### config.mk
export PLATFORM = sky130hd
export DESIGN_NAME = sm4_result_writer_flat
export DESIGN_NICKNAME = d
export VERILOG_FILES = /design/src/rtl/sm4_result_pkg.sv /design/src/rtl/sm4_result_writer_if.sv /design/src/rtl/sm4_result_word_sel.sv /design/src/rtl/sm4_result_writer.sv /design/src/flat_wrapper.sv
export SDC_FILE = /design/constraint.sdc
export NUM_CORES = 1
export LEC_CHECK = 0
export BUFFER_PORTS_ARGS = -buffer_cell sky130_fd_sc_hd__buf_4
export CELL_PAD_IN_SITES_DETAIL_PLACEMENT = 0
export CELL_PAD_IN_SITES_GLOBAL_PLACEMENT = 1
export CORE_AREA = 8 8 259 261
export CTS_BUF_LIST = sky130_fd_sc_hd__clkbuf_2
export CTS_CLUSTER_DIAMETER = 200
export DETAILED_ROUTE_END_ITERATION = 7
export DIE_AREA = 0 0 267 269
export PLACE_DENSITY_LB_ADDON = 0.1
export SYNTH_ARGS = -nofsm -noshare
export SYNTH_HDL_FRONTEND = slang
export SYNTH_SLANG_ARGS = --single-unit
### constraint.sdc
create_clock -name clk -period 4.66 [get_ports clk]
set_clock_uncertainty 0.15 [all_clocks]
set_input_delay 0.699 -clock clk [delete_from_list [all_inputs] [get_ports clk]]
set_output_delay 0.699 -clock clk [all_outputs]
set_load 0.02 [all_outputs]
### src/rtl/sm4_result_pkg.sv
// Shared types and constants for the SM4 result writer: FSM encoding, word geometry, byte swap helper.
// The byte swap helper is only applied when SM4_RESULT_BSWAP_EN is defined.
package sm4_result_pkg;

    localparam logic [2:0] ST_IDLE     = 3'd0;
    localparam logic [2:0] ST_LOAD     = 3'd1;
    localparam logic [2:0] ST_SEND     = 3'd2;
    localparam logic [2:0] ST_ACK      = 3'd3;
    localparam logic [2:0] ST_WAIT_LOW = 3'd4;

    typedef enum logic [2:0] {
        S_IDLE     = ST_IDLE,
        S_LOAD     = ST_LOAD,
        S_SEND     = ST_SEND,
        S_ACK      = ST_ACK,
        S_WAIT_LOW = ST_WAIT_LOW
    } sm4_state_e;

    localparam int WORDS_PER_GROUP = 4;
    localparam int MAX_WORDS       = 12;
    localparam int RESULT_W        = 384;

    function automatic logic [31:0] bswap32(input logic [31:0] w);
        return {w[7:0], w[15:8], w[23:16], w[31:24]};
    endfunction

endpackage

### src/rtl/sm4_result_writer_if.sv
// Word stream from the SM4 result writer toward the frame/DDR writer.
interface sm4_result_writer_if;
    logic [31:0] m_data;
    logic [31:0] m_addr;
    logic        m_valid;
    logic        m_last;
    logic        m_ready;

    modport master (
        output m_data,
        output m_addr,
        output m_valid,
        output m_last,
        input  m_ready
    );

    modport slave (
        input  m_data,
        input  m_addr,
        input  m_valid,
        input  m_last,
        output m_ready
    );
endinterface

### src/rtl/sm4_result_word_sel.sv
// Picks 32-bit word k (most-significant word of each group first) out of the captured round result.
// With SM4_RESULT_BSWAP_EN defined the word is byte-swapped for a little-endian sink.
module sm4_result_word_sel
    import sm4_result_pkg::*;
(
    input  logic [RESULT_W-1:0] result_i,
    input  logic [3:0]          k_i,
    output logic [31:0]         word_o
);

    logic [3:0]  j_s;
    logic [31:0] raw_s;

    // Word k = 4g+w lives at bus word 4g+(3-w), i.e. the low two index bits inverted.
    always_comb begin
        j_s   = {k_i[3:2], ~k_i[1:0]};
        raw_s = 32'd0;
        if (k_i < 4'(MAX_WORDS)) begin
            raw_s = result_i[{j_s, 5'd0} +: 32];
        end else begin
            raw_s = 32'd0;
        end
    end

    // Optional little-endian presentation of the selected word.
    always_comb begin
`ifdef SM4_RESULT_BSWAP_EN
        word_o = bswap32(raw_s);
`else
        word_o = raw_s;
`endif
    end

endmodule

### src/rtl/sm4_result_writer.sv
// Captures a 3-group SM4 round result, streams its valid groups as addressed 32-bit words, then acks the engine.
// Optional SM4_RESULT_BSWAP_EN byte-swaps every emitted word (see sm4_result_word_sel).
module sm4_result_writer
    import sm4_result_pkg::*;
#(
    parameter logic [31:0] BASE_ADDR        = 32'h0000_0000,
    parameter int          GROUPS_PER_ROUND = 3
) (
    input  logic                      clk,
    input  logic                      rst_n,
    input  logic                      h_sm4_start,
    input  logic                      one_round_ok,
    input  logic [RESULT_W-1:0]       sm4_dout,
    input  logic [31:0]               end_group_num,
    input  logic [31:0]               all_group_num,
    output logic                      out_ok,
    sm4_result_writer_if.master       m_if,
    output logic                      all_done
);

    sm4_state_e          state_q, state_d;
    logic [RESULT_W-1:0] result_q, result_d;
    logic [31:0]         end_q, end_d;
    logic [31:0]         all_q, all_d;
    logic [3:0]          nwords_q, nwords_d;
    logic [3:0]          k_q, k_d;
    logic                all_done_q, all_done_d;

    logic [31:0]         rem_s;
    logic [3:0]          nwords_s;
    logic                final_round_s;
    logic                send_s;
    logic                last_s;
    logic [31:0]         word_s;
    logic [31:0]         addr_s;

    sm4_result_word_sel u_word_sel (
        .result_i (result_q),
        .k_i      (k_q),
        .word_o   (word_s)
    );

    // Number of words this round: four per remaining group, capped at one full round.
    always_comb begin
        rem_s    = all_group_num - end_group_num;
        nwords_s = 4'd0;
        if (all_group_num <= end_group_num) begin
            nwords_s = 4'd0;
        end else if (rem_s >= 32'(GROUPS_PER_ROUND)) begin
            nwords_s = 4'(GROUPS_PER_ROUND * WORDS_PER_GROUP);
        end else begin
            nwords_s = 4'(rem_s * 32'(WORDS_PER_GROUP));
        end
    end

    // 33-bit compare so a group index near 2^32 cannot wrap into a false "not done".
    assign final_round_s = ({1'b0, end_q} + 33'd3) >= {1'b0, all_q};

    // Since k = 4*g + w, the word address collapses to BASE + 4*end + k.
    assign addr_s = BASE_ADDR + {end_q[29:0], 2'b00} + {28'd0, k_q};
    assign last_s = (k_q == (nwords_q - 4'd1));

    // Next-state and datapath; losing h_sm4_start overrides every state.
    always_comb begin
        state_d    = state_q;
        result_d   = result_q;
        end_d      = end_q;
        all_d      = all_q;
        nwords_d   = nwords_q;
        k_d        = k_q;
        all_done_d = all_done_q;
        if (!h_sm4_start) begin
            state_d    = S_IDLE;
            result_d   = '0;
            k_d        = 4'd0;
            nwords_d   = 4'd0;
            all_done_d = 1'b0;
        end else begin
            case (state_q)
                S_IDLE: begin
                    if (one_round_ok) begin
                        state_d = S_LOAD;
                    end else begin
                        state_d = S_IDLE;
                    end
                end
                S_LOAD: begin
                    result_d = sm4_dout;
                    end_d    = end_group_num;
                    all_d    = all_group_num;
                    nwords_d = nwords_s;
                    k_d      = 4'd0;
                    if (nwords_s == 4'd0) begin
                        state_d = S_ACK;
                    end else begin
                        state_d = S_SEND;
                    end
                end
                S_SEND: begin
                    if (m_if.m_ready) begin
                        k_d = k_q + 4'd1;
                        if (last_s) begin
                            state_d = S_ACK;
                        end else begin
                            state_d = S_SEND;
                        end
                    end else begin
                        state_d = S_SEND;
                    end
                end
                S_ACK: begin
                    if (final_round_s) begin
                        all_done_d = 1'b1;
                    end else begin
                        all_done_d = all_done_q;
                    end
                    state_d = S_WAIT_LOW;
                end
                S_WAIT_LOW: begin
                    if (!one_round_ok) begin
                        state_d = S_IDLE;
                    end else begin
                        state_d = S_WAIT_LOW;
                    end
                end
                default: begin
                    state_d = S_IDLE;
                end
            endcase
        end
    end

    // State and datapath registers with synchronous active-low reset.
    always_ff @(posedge clk) begin
        if (!rst_n) begin
            state_q    <= S_IDLE;
            result_q   <= '0;
            end_q      <= 32'd0;
            all_q      <= 32'd0;
            nwords_q   <= 4'd0;
            k_q        <= 4'd0;
            all_done_q <= 1'b0;
        end else begin
            state_q    <= state_d;
            result_q   <= result_d;
            end_q      <= end_d;
            all_q      <= all_d;
            nwords_q   <= nwords_d;
            k_q        <= k_d;
            all_done_q <= all_done_d;
        end
    end

    // Stream fields are forced to zero whenever no word is offered.
    assign send_s         = (state_q == S_SEND) && h_sm4_start;
    assign m_if.m_valid   = send_s;
    assign m_if.m_data    = send_s ? word_s : 32'd0;
    assign m_if.m_addr    = send_s ? addr_s : 32'd0;
    assign m_if.m_last    = send_s && last_s;
    assign out_ok         = (state_q == S_ACK) && h_sm4_start;
    assign all_done       = all_done_q;

endmodule

### src/flat_wrapper.sv
// flat-port wrapper written by rule: the top's interface ports become plain ports
module sm4_result_writer_flat import sm4_result_pkg::*;
#(
    parameter logic [31:0] BASE_ADDR        = 32'h0000_0000,
    parameter int          GROUPS_PER_ROUND = 3
)
  (clk, rst_n, h_sm4_start, one_round_ok, sm4_dout, end_group_num, all_group_num, out_ok, all_done, m_if_m_data, m_if_m_addr, m_if_m_valid, m_if_m_last, m_if_m_ready);
  sm4_result_writer_if m_if_i ();
  input  logic clk;
  input  logic rst_n;
  input  logic h_sm4_start;
  input  logic one_round_ok;
  input  logic [RESULT_W-1:0] sm4_dout;
  input  logic [31:0] end_group_num;
  input  logic [31:0] all_group_num;
  output logic out_ok;
  output logic all_done;
  output wire logic [$bits(m_if_i.m_data)-1:0] m_if_m_data;
  output wire logic [$bits(m_if_i.m_addr)-1:0] m_if_m_addr;
  output wire logic [$bits(m_if_i.m_valid)-1:0] m_if_m_valid;
  output wire logic [$bits(m_if_i.m_last)-1:0] m_if_m_last;
  input wire logic [$bits(m_if_i.m_ready)-1:0] m_if_m_ready;
  assign m_if_m_data = m_if_i.m_data;
  assign m_if_m_addr = m_if_i.m_addr;
  assign m_if_m_valid = m_if_i.m_valid;
  assign m_if_m_last = m_if_i.m_last;
  assign m_if_i.m_ready = m_if_m_ready;
  sm4_result_writer #(.BASE_ADDR(BASE_ADDR), .GROUPS_PER_ROUND(GROUPS_PER_ROUND)) u_core (.clk(clk), .rst_n(rst_n), .h_sm4_start(h_sm4_start), .one_round_ok(one_round_ok), .sm4_dout(sm4_dout), .end_group_num(end_group_num), .all_group_num(all_group_num), .out_ok(out_ok), .m_if(m_if_i), .all_done(all_done));
endmodule
==> results.md, run 1 <==
* Status: stopped before the end
* Last stage reached: clock tree synthesis (4_1_cts)
* Error msg: [ERROR RSZ-0060] Max buffer count reached.
* Post-synth top flop: dfxtp_1
* Register bit count reported by yosys at around 460
* Count of different cell masters after synthesis at between 70 and 80
* Die height at 269 um
* Most used standard cells in the synthesized netlist: 458 x dfxtp_1, 384 x a22o_1, 205 x nand2_1
* TritonCTS Sinks at approximately 460
* Portion of the post-synthesis area used by sequential elements at a little over two fifths
* Synthesized area per cell at around 10 um2
* Floorplan row count at 92
* Hpwl dp at between 60 and 70 mm
* Synth warn at 0
* Area contributors post-synth: dfxtp_1 42%, a22o_1 15%, mux4_2 10%
* Maximum buffer depth of the clock tree at 3
* Number of enable flip-flop cells after synthesis at 0
* Post-synthesis instance area at 21700 um2
* CTS root buf: clkbuf_2
* Final weighted congestion in routability-driven placement at a little under 0.9
* Dominant cell by count in the synthesized netlist: dfxtp_1
* Port Buffer Count at 520
* PostCTS Resize Cnt at 16
* H-tree levels at 4
* Hold buffer count at cts at 723
* Post-detailed-placement cell area at between 20000 and 30000 um2
* Fraction of synthesized cell area taken by the top area cell type at 42.2%
* Die span in x at 267 um
* Largest area contributor in the synthesized netlist: dfxtp_1
* Post-CTS Setup Bufs at 13
* Fraction of synthesis flops using an asynchronous set or reset pin at 0%
* Initial Utilization at 34.6%
* CTS buffer count at 130
* Post-Synthesis Cells at between 2000 and 2500
* Top-level I/O count at roughly 520
* Mapped Nets at 2691
metrics by stage:
| step | hold WS, ps | worst slack, ps | std cells |
|---|---|---|---|
| after detailed placement | 309 | 39.0 | 3383 |
| after global placement | 303 | 50.6 | 3383 |
| after floorplan | 285 | 1200 | 2168 |
cell families after synthesis:
kind of cell	share of synthesized area, %
AOI/OAI and AO/OA	24.5
buffers and inverters	4.54
adders and majority gates	4.10
xor gates and xnor gates	2.62
DFF	42.2
and+or+nand+nor	10.4
muxes	11.7
==> run 2: changes to the inputs <==
--- a/config.mk
+++ b/config.mk
@@ -6,14 +6,10 @@
 export NUM_CORES = 1
 export LEC_CHECK = 0
 export BUFFER_PORTS_ARGS = -buffer_cell sky130_fd_sc_hd__buf_4
-export CELL_PAD_IN_SITES_DETAIL_PLACEMENT = 0
-export CELL_PAD_IN_SITES_GLOBAL_PLACEMENT = 1
-export CORE_AREA = 8 8 259 261
-export CTS_BUF_LIST = sky130_fd_sc_hd__clkbuf_2
-export CTS_CLUSTER_DIAMETER = 200
+export CORE_AREA = 8 8 339 341
 export DETAILED_ROUTE_END_ITERATION = 7
-export DIE_AREA = 0 0 267 269
-export PLACE_DENSITY_LB_ADDON = 0.1
+export DIE_AREA = 0 0 347 349
+export PLACE_DENSITY_LB_ADDON = 0.15
 export SYNTH_ARGS = -nofsm -noshare
 export SYNTH_HDL_FRONTEND = slang
 export SYNTH_SLANG_ARGS = --single-unit
==> run 2 against run 1 <==
  * The flow now finishes without violations
  * Synthesized area stayed put
  * Synthesized cell count unchanged
==> results.md, run 2 <==
* Status: completed
* Die span in x at between 300 and 400 um
* CTS root buf: clkbuf_16
* Synthesized area per cell at 10.0 um2
* CP cell instances: fa_1 > and2_0 > nor2b_2 > nand2_1 > or3_1 > a21oi_1 > buf_4
* Layout Cells excl Fill at 4095
* Pre-Repair DR Iteration Count at 7
* TritonCTS Sinks at 458
* Endpoint required time on the critical path at around 3800 ps
* Hold buffer count at cts at 0
* Global-route wire length before repair at approximately 150 mm
* Area grow syn2layout at 34.1%
* Total global routing track utilization at between 10% and 20%
* Unrepaired setup endpoints after global routing: false
* Setup Crit Path Kind: register to output port
* Post-Place Setup Slack at ~460 ps
* Register bit count reported by yosys at roughly 460
* Largest area contributor in the synthesized netlist: dfxtp_1
* Commonest cells after routing, fill and taps aside: 547 x buf_4, 453 x dfxtp_1, 384 x a22o_1
* Initial DRC Count at between 1000 and 1500
* Clk_lat worst skew at ~630 ps
* Fraction of synthesized cell area taken by the top area cell type at roughly 42%
* Share of layout cells above drive strength 1 at 29.0%
* Final WS setup at roughly 250 ps
* Hpwl dp at roughly 81 mm
* Post-CTS Setup Bufs at 0
* Via count of the first global-routing pass at 20000
* Worst hold-check path type: input pin to register
* Number of antenna violations at the first check in global routing at 48
* Number of failing hold endpoints at the final stage at 0
* Port Buffer Count at 520
* Die height at roughly 350 um
* Maximum number of pins on one net before global-route repair at around 160
* Area contributors post-synth: dfxtp_1 42%, a22o_1 15%, mux4_2 10%
* Via count at around 19000
* Maximum buffer depth of the clock tree at 3
* Worst max-slew margin expressed relative to the limit at roughly 42%
* Type of destination of the critical path: output port
* LEAKAGE at around 12 nW
* Highest cell delay on the worst timing path at 620 ps
* Final hold slack at about 94 ps
* Final Net Count at ~3100
* Leftover overflow at the end of global routing at 0
* Max FFs per register at around 380
* Number of vias per cell after detailed routing at between 4 and 5
* Setup TNS at 0 ps
* H-tree levels at 2
* Area of the die at 121000 um2
* Fill cells at between 10000 and 15000
* Total power per unit cell area at 332 nW/um2
* Number of enable flip-flop cells after synthesis at 0
* Core outline area at 110000 um2
* Post-synth top flop: dfxtp_1
* Transition at the pin with the smallest max-transition slack at 876 ps
* Finished Cell Area at 29100 um2
* Post-Synthesis Cells at about 2200
* Total power after layout at approximately 9.7 mW
* Share of the core filled with cells at approximately a quarter
* Initial Utilization at 19.8%
* Most common cell after layout, fill and taps aside: buf_4
* Post-Place Cells at 3968
* Final weighted congestion in routability-driven placement at about 0.96
* Largest registers: u_core.result_q: 384 flops, u_core.all_q: 32 flops, u_core.end_q: 32 flops
* Number of setup violations in the final report at 0
* Master of the slowest instance on the critical path: dfxtp_1
* Number of maximum-capacitance constraint violations at 0
* DRC viols at 0
* Data arrival, critical path at around 3600 ps
* Total routed wirelength at between 100 and 150 mm
* Most used standard cells in the synthesized netlist: 458 x dfxtp_1, 384 x a22o_1, 205 x nand2_1
* Final clock period utilization by the worst path at 94.7%
* Clock edge transition at the registers on the reported setup and hold paths at ~60 ps
* Dominant cell by count in the synthesized netlist: dfxtp_1
* Period minus WS final at approximately 4400 ps
* Final number of max-transition violations at 0
* Post-detailed-placement cell area at approximately 27000 um2
* Floorplan row count at 122
* Post-synthesis instance area at about 22000 um2
* Mean routed wirelength per cell at ~25 um
* Worst Path Max Fanout at 7
* CTS buffer count at between 50 and 60
* Mapped Nets at about 2700
* F_max at approximately 230 MHz
* CTS tree: yes
* Detail Route Antenna Nets at 0
* Kind of launch point of the worst setup path: register
* Count of different cell masters after synthesis at 75
* Fraction of synthesis flops using an asynchronous set or reset pin at 0%
* Synth warn at 0
* Portion of the post-synthesis area used by sequential elements at between 40 and 50%
* Top-level I/O count at between 500 and 600
* Largest vdd supply drop at 0.327 mV
* Register bank with the most flops: u_core.result_q
## run 2: cell type report
| class | count | area, um2 | share of cell area, % |
|---|---|---|---|
| multi-input combinational | 1451 | 11600 | 39.8 |
| sequential | 458 | 9180 | 31.5 |
| timing repair buffer | 556 | 4290 | 14.7 |
| tap | 1426 | 1780 | 6.12 |
| clock buffer | 82 | 1640 | 5.63 |
| clock inverter | 24 | 299 | 1.03 |
| inverter | 77 | 289 | 0.992 |
| antenna | 21 | 52.6 | 0.180 |
## run 2: power by group
part | switching (mW) | internal, mW
logic | 0.579 | 0.501
clock network | 1.86 | 2.68
registers | 0.0552 | 3.99
## run 2: per-layer routing
metal	global-route usage [%]	wire length, um	up-vias
met4	4.39	2530	36
li1	-	-	8968
met1	18.9	41000	9459
met2	27.6	49700	650
met3	6.61	9790	139
met5	0	229	-
## run 2: cell families after synthesis
group           count (synthesis)  share of synthesized area [%]
fa+ha+maj                      70                           4.10
compound gates                679                           24.5
xor+xnor                       65                           2.62
buf+inv                       259                           4.54
simple gates                  504                           10.4
flops                         458                           42.2
mux                           133                           11.7
## run 2: repair_timing
| item | CTS | global route |
|---|---|---|
| gates cloned | 0 | 0 |
| endpoints found under the setup margin | 1 | 2 |
| hold endpoints to repair | 0 | 0 |
| resized for setup | 1 | 1 |
## run 2: critical path, delay by kind of cell, from the launching register on
| kind | cells | cell delay (ps) |
|---|---|---|
| adder cells (fa/ha/maj) | 1 | 440 |
| AO/OA/AOI/OAI | 1 | 380 |
| flip-flops | 1 | 620 |
| AND/OR/NAND/NOR | 4 | 1240 |
| buffers and inverters | 1 | 230 |
## run 2: final timing paths
check | startpoint | to | slack (ps) | depth (start not counted)
worst min register to register | u_core.all_q[22] | u_core.all_q[22] | 320 | 2
worst min-delay path | sm4_dout[38] | u_core.result_q[38] | 90 | 2
worst max register to register | u_core.end_q[1] | u_core.all_done | 530 | 14
worst max-delay path | u_core.end_q[1] | m_if_m_addr[22] | 250 | 7
(Power assumes the default switching activity.)
==> run 3: changes to the inputs <==
==> constraint.sdc (replaced) <==
create_clock -name clk -period 5.6 [get_ports clk]
set_clock_uncertainty 0.15 [all_clocks]
set_input_delay 0.84 -clock clk [delete_from_list [all_inputs] [get_ports clk]]
set_output_delay 0.84 -clock clk [all_outputs]
set_load 0.02 [all_outputs]
==> run 3 against run 2 <==
  * Non-clock buffer count is 15 lower
  * Clock-buffer cell count is 1 higher
  * Cell area fell by 0.58%
  * Sequential cell count is the same
  * Power fell by 17%
  * Global-route usage fell by 0.13 points
  * Combinational power shrank 18%
  * Utilization down 0.16 points
  * Sequential share of layout area is 0.18 points higher
  * Critical endpoint is now m_if_m_addr[28]
  * Largest cell class unchanged
==> results.md, run 3 (synthesis gave the netlist of run 2 again) <==
* Status: completed
* Number of setup violations in the final report at 0
* Via count at ~19000
* Number of antenna violations at the first check in global routing at between 40 and 50
* Register bank with the most flops: u_core.result_q
* Pre-Repair DR Iteration Count at 5
* Worst hold-check path type: input pin to register
* Transition at the pin with the smallest max-transition slack at between 900 and 1000 ps
* DRC viols at 0
* CTS buffer count at 57
* Clk_lat worst skew at roughly 660 ps
* Maximum buffer depth of the clock tree at 3
* Maximum number of pins on one net before global-route repair at between 100 and 150
* F_max at ~210 MHz
* Global-route wire length before repair at roughly 150 mm
* Largest registers: u_core.result_q: 384 flops, u_core.all_q: 32 flops, u_core.end_q: 32 flops
* Floorplan row count at about 120
* Total power per unit cell area at roughly 280 nW/um2
* Final weighted congestion in routability-driven placement at around 0.96
* Core outline area at 110000 um2
* Most common cell after layout, fill and taps aside: buf_4
* Final Net Count at just over 3000
* Top-level I/O count at 521
* Hold buffer count at cts at 0
* TritonCTS Sinks at ~460
* Period minus WS final at 4780 ps
* Number of maximum-capacitance constraint violations at 0
* Hpwl dp at 80.0 mm
* Post-CTS Setup Bufs at 0
* Die span in x at between 300 and 400 um
* Unrepaired setup endpoints after global routing: false
* Setup Crit Path Kind: register to output port
* Type of destination of the critical path: output port
* Largest vdd supply drop at approximately 0.30 mV
* Area of the die at 121000 um2
* Number of failing hold endpoints at the final stage at 0
* Layout Cells excl Fill at just over 4000
* Final WS setup at 818 ps
* Total global routing track utilization at between 15 and 20%
* Initial Utilization at 19.8%
* Setup TNS at 0 ps
* Port Buffer Count at 520
* H-tree levels at 2
* Share of layout cells above drive strength 1 at ~28%
* Leftover overflow at the end of global routing at 0
* Detail Route Antenna Nets at 0
* Worst Path Max Fanout at 19
* Mean routed wirelength per cell at between 20 and 30 um
* Final clock period utilization by the worst path at between 80% and 90%
* Initial DRC Count at between 1000 and 1500
* Max FFs per register at between 300 and 400
* Finished Cell Area at 29000 um2
* Kind of launch point of the worst setup path: register
* Worst max-slew margin expressed relative to the limit at between 30% and 40%
* Total routed wirelength at 103 mm
* Via count of the first global-routing pass at just over 20000
* Final hold slack at approximately 240 ps
* Commonest cells after routing, fill and taps aside: 532 x buf_4, 454 x dfxtp_1, 384 x a22o_1
* LEAKAGE at 11.4 nW
* PostCTS Resize Cnt at 0
* Final number of max-transition violations at 0
* Post-Place Setup Slack at 1280 ps
* Endpoint required time on the critical path at about 4600 ps
* CTS tree: yes
* Post-detailed-placement cell area at 27000 um2
* Number of vias per cell after detailed routing at approximately 4.7
* Clock edge transition at the registers on the reported setup and hold paths at approximately 60 ps
* Area grow syn2layout at 33.3%
* Post-Place Cells at 3953
* CTS root buf: clkbuf_16
* Data arrival, critical path at 3790 ps
* Die height at ~350 um
run 3: metal layers:
layer | GRT usage, % | vias up | share of wire (%)
met1 | 18.4 | 9442 | 40
met3 | 5.58 | 128 | 8.0
met5 | 0 | - | 0.25
met4 | 4.48 | 36 | 2.5
li1 | - | 8940 | -
met2 | 28.5 | 615 | 50
run 3: worst paths after layout:
check / from / endpoint / slack, ps / cells after the start
min: sm4_dout[334] / u_core.result_q[334] / 240 / 2
min reg2reg: u_core.all_q[31] / u_core.all_q[31] / 320 / 2
max reg2reg: u_core.end_q[6] / u_core.all_done / 1430 / 14
max: u_core.k_q[2] / m_if_m_addr[28] / 820 / 10
run 3: final cells by class:
type / count / area, um2
clock buffer: 83 / 1660
clock inverter: 18 / 233
tap: 1426 / 1780
antenna: 20 / 50.0
timing repair buffer: 541 / 4170
sequential: 458 / 9180
multi-input combinational: 1451 / 11600
fill: 11700 / 80600
inverter: 77 / 289
run 3: worst max-delay path: stages (launching register included):
cell and delay (ps):
dfxtp_4 640, ha_1 280, fa_1 300, and2_0 360, nor2b_1 430, nand2_1 210
nor2_1 250, nand3_1 120, xor2_1 170, nor2_1 210, buf_4 200
run 3: metrics by stage:
stage | utilization [%] | power [mW]
after floorplan | - | 3.85
after global placement | 24.7 | 4.32
after detailed placement | 24.7 | 4.33
after CTS | 26.4 | 8.13
after global routing | 26.4 | 8.32
final | 26.4 | 8.00
run 3: power by group:
part	leakage (nW)	switching (mW)	internal [mW]	total (mW)
Clock	0.926	1.55	2.19	3.74
Sequential	3.70	0.0487	3.32	3.37
Combinational	6.81	0.475	0.412	0.887
==> run 4: changes to the inputs <==
--- a/config.mk
+++ b/config.mk
@@ -7,6 +7,7 @@
 export LEC_CHECK = 0
 export BUFFER_PORTS_ARGS = -buffer_cell sky130_fd_sc_hd__buf_4
 export CORE_AREA = 8 8 339 341
+export CTS_BUF_LIST = sky130_fd_sc_hd__clkbuf_8
 export DETAILED_ROUTE_END_ITERATION = 7
 export DIE_AREA = 0 0 347 349
 export PLACE_DENSITY_LB_ADDON = 0.15
==> run 4 against run 3 <==
  * Via count rose by 1.2%
  * Maximum frequency decreased by 1.7%
  * Clock power fell by 7.0%
  * Hold slack got worse by 52 ps
  * Register-to-register slack about the same
  * Critical path type unchanged
  * Highest routed layer unchanged
==> results.md, run 4 (synthesis gave the netlist of run 2 again) <==
* TritonCTS Sinks at between 400 and 500
* CP cell instances: ha_1 > fa_1 > and2_0 > nor2b_1 > nand2_1 > nor2_1 > nand3_1 > xor2_1 > nor2_1 > buf_4
* Max FFs per register at between 300 and 400
* Share of the core filled with cells at a little over a quarter
* Finished Cell Area at 28900 um2
* Via count at approximately 19000
* Total power per unit cell area at about 270 nW/um2
* F_max at a little over 200 MHz
* Post-Place Cells at 3953
* Period minus WS final at ~5000 ps
* Total routed wirelength at about 100 mm
* Critical path buffer and inverter count at 1
* Final Net Count at 3143
* Setup TNS at 0 ps
* PostCTS Resize Cnt at 0
* Number of vias per cell after detailed routing at around 4.7
* Commonest cells after routing, fill and taps aside: 532 x buf_4, 454 x dfxtp_1, 384 x a22o_1
* Die span in x at approximately 350 um
* Maximum buffer depth of the clock tree at 3
* Pre-Repair DR Iteration Count at 5
* Data arrival, critical path at 3880 ps
* Number of setup violations in the final report at 0
* Cell occurring most often along the worst timing path: nor2_1
* Endpoint required time on the critical path at roughly 4600 ps
* Floorplan row count at roughly 120
* Initial DRC Count at 1331
* DRC viols at 0
* Sequential cell area at slightly above 9000 um2
* Final number of max-transition violations at 0
* Die height at ~350 um
* Worst max-slew margin expressed relative to the limit at around 33%
* Maximum number of pins on one net before global-route repair at around 150
* Final WS setup at between 700 and 800 ps
* Worst Path Max Fanout at 19
* Unrepaired setup endpoints after global routing: false
* Detail Route Antenna Nets at 0
* Share of layout cells above drive strength 1 at a little under 30%
* Transition at the pin with the smallest max-transition slack at around 990 ps
* Final hold slack at between 150 and 200 ps
* Length of routed met3 wiring at 8.61 mm
* Hpwl dp at 80.0 mm
* Core outline area at about 110000 um2
* Kind of launch point of the worst setup path: register
* Leftover overflow at the end of global routing at 0
* Via count of the first global-routing pass at 20500
* Area of the die at around 120000 um2
* CTS root buf: clkbuf_8
* Status: completed
* Metal2 WL at around 50 mm
* Fill cells at approximately 12000
* CTS buffer count at just over 90
* Area grow syn2layout at 33.1%
* Number of maximum-capacitance constraint violations at 0
* Wire length the detailed router placed on met1 at just over 40 mm
* Clk_lat worst skew at approximately 700 ps
* Top-level I/O count at roughly 520
* Setup Crit Path Kind: register to output port
* Highest cell delay on the worst timing path at between 600 and 700 ps
* Largest registers: u_core.result_q: 384 flops, u_core.all_q: 32 flops, u_core.end_q: 32 flops
* Post-Place Setup Slack at around 1300 ps
* Top routing layer used: met5
* Mean routed wirelength per cell at approximately 25 um
* Register bank with the most flops: u_core.result_q
* CTS tree: yes
* Initial Utilization at 19.8%
* Type of destination of the critical path: output port
* Total global routing track utilization at between 10% and 20%
* Worst hold-check path type: input pin to register
* Hold buffer count at cts at 0
* Largest vdd supply drop at between 0.1 and 0.15 mV
* Final clock period utilization by the worst path at between 80 and 90%
* Layout Cells excl Fill at 4129
* Port Buffer Count at 520
* Post-detailed-placement cell area at 27000 um2
* Post-CTS Setup Bufs at 0
* LEAKAGE at around 12 nW
* Master of the slowest instance on the critical path: dfxtp_4
* Total power after layout at just under 8 mW
* Final weighted congestion in routability-driven placement at 0.956
* Clock edge transition at the registers on the reported setup and hold paths at 60 ps
* Global-route wire length before repair at roughly 150 mm
* H-tree levels at 3
* Total area of multi-input combinational cells at 11600 um2
* Number of failing hold endpoints at the final stage at 0
* Dominant delay contributor by cell family on the critical path: simple AND/OR/NAND/NOR gates
* Most common cell after layout, fill and taps aside: buf_4
* Number of antenna violations at the first check in global routing at 39
run 4: changes by cell type in the layout (fill, tap and decap cells not counted), sizes merged:
cell      before  now
bufinv         3    1
clkinvlp       1    0
inv           77  107
clkbuf        83  117
clkinv        14    8
run 4: power breakdown:
part	switching [mW]	internal, mW	total [mW]
logic	0.476	0.412	0.888
clock network	1.57	1.91	3.48
registers	0.0487	3.32	3.37
run 4: final cells by class:
cell class	count	area share (%)
Multi-Input combinational cell	1451	40.1
Clock buffer	117	5.57
Antenna cell	20	0.173
Clock inverter	39	0.766
Sequential cell	458	31.8
Inverter	77	1.00
Tap cell	1426	6.17
Timing Repair Buffer	541	14.4
run 4: final timing paths:
check / startpoint / end / slack (ps) / cells past startpoint
max: u_core.k_q[2] / m_if_m_addr[28] / 730 / 10
max reg2reg: u_core.end_q[6] / u_core.all_done / 1430 / 14
min reg2reg: u_core.all_q[31] / u_core.all_q[31] / 310 / 2
min: sm4_dout[194] / u_core.result_q[194] / 190 / 2
run 4: per-layer routing:
| layer | track usage, % | up-vias |
|---|---|---|
| met5 | 0 | - |
| met4 | 4.61 | 32 |
| met3 | 6.32 | 158 |
| met2 | 28.3 | 661 |
| met1 | 18.4 | 9514 |
| li1 | - | 9019 |
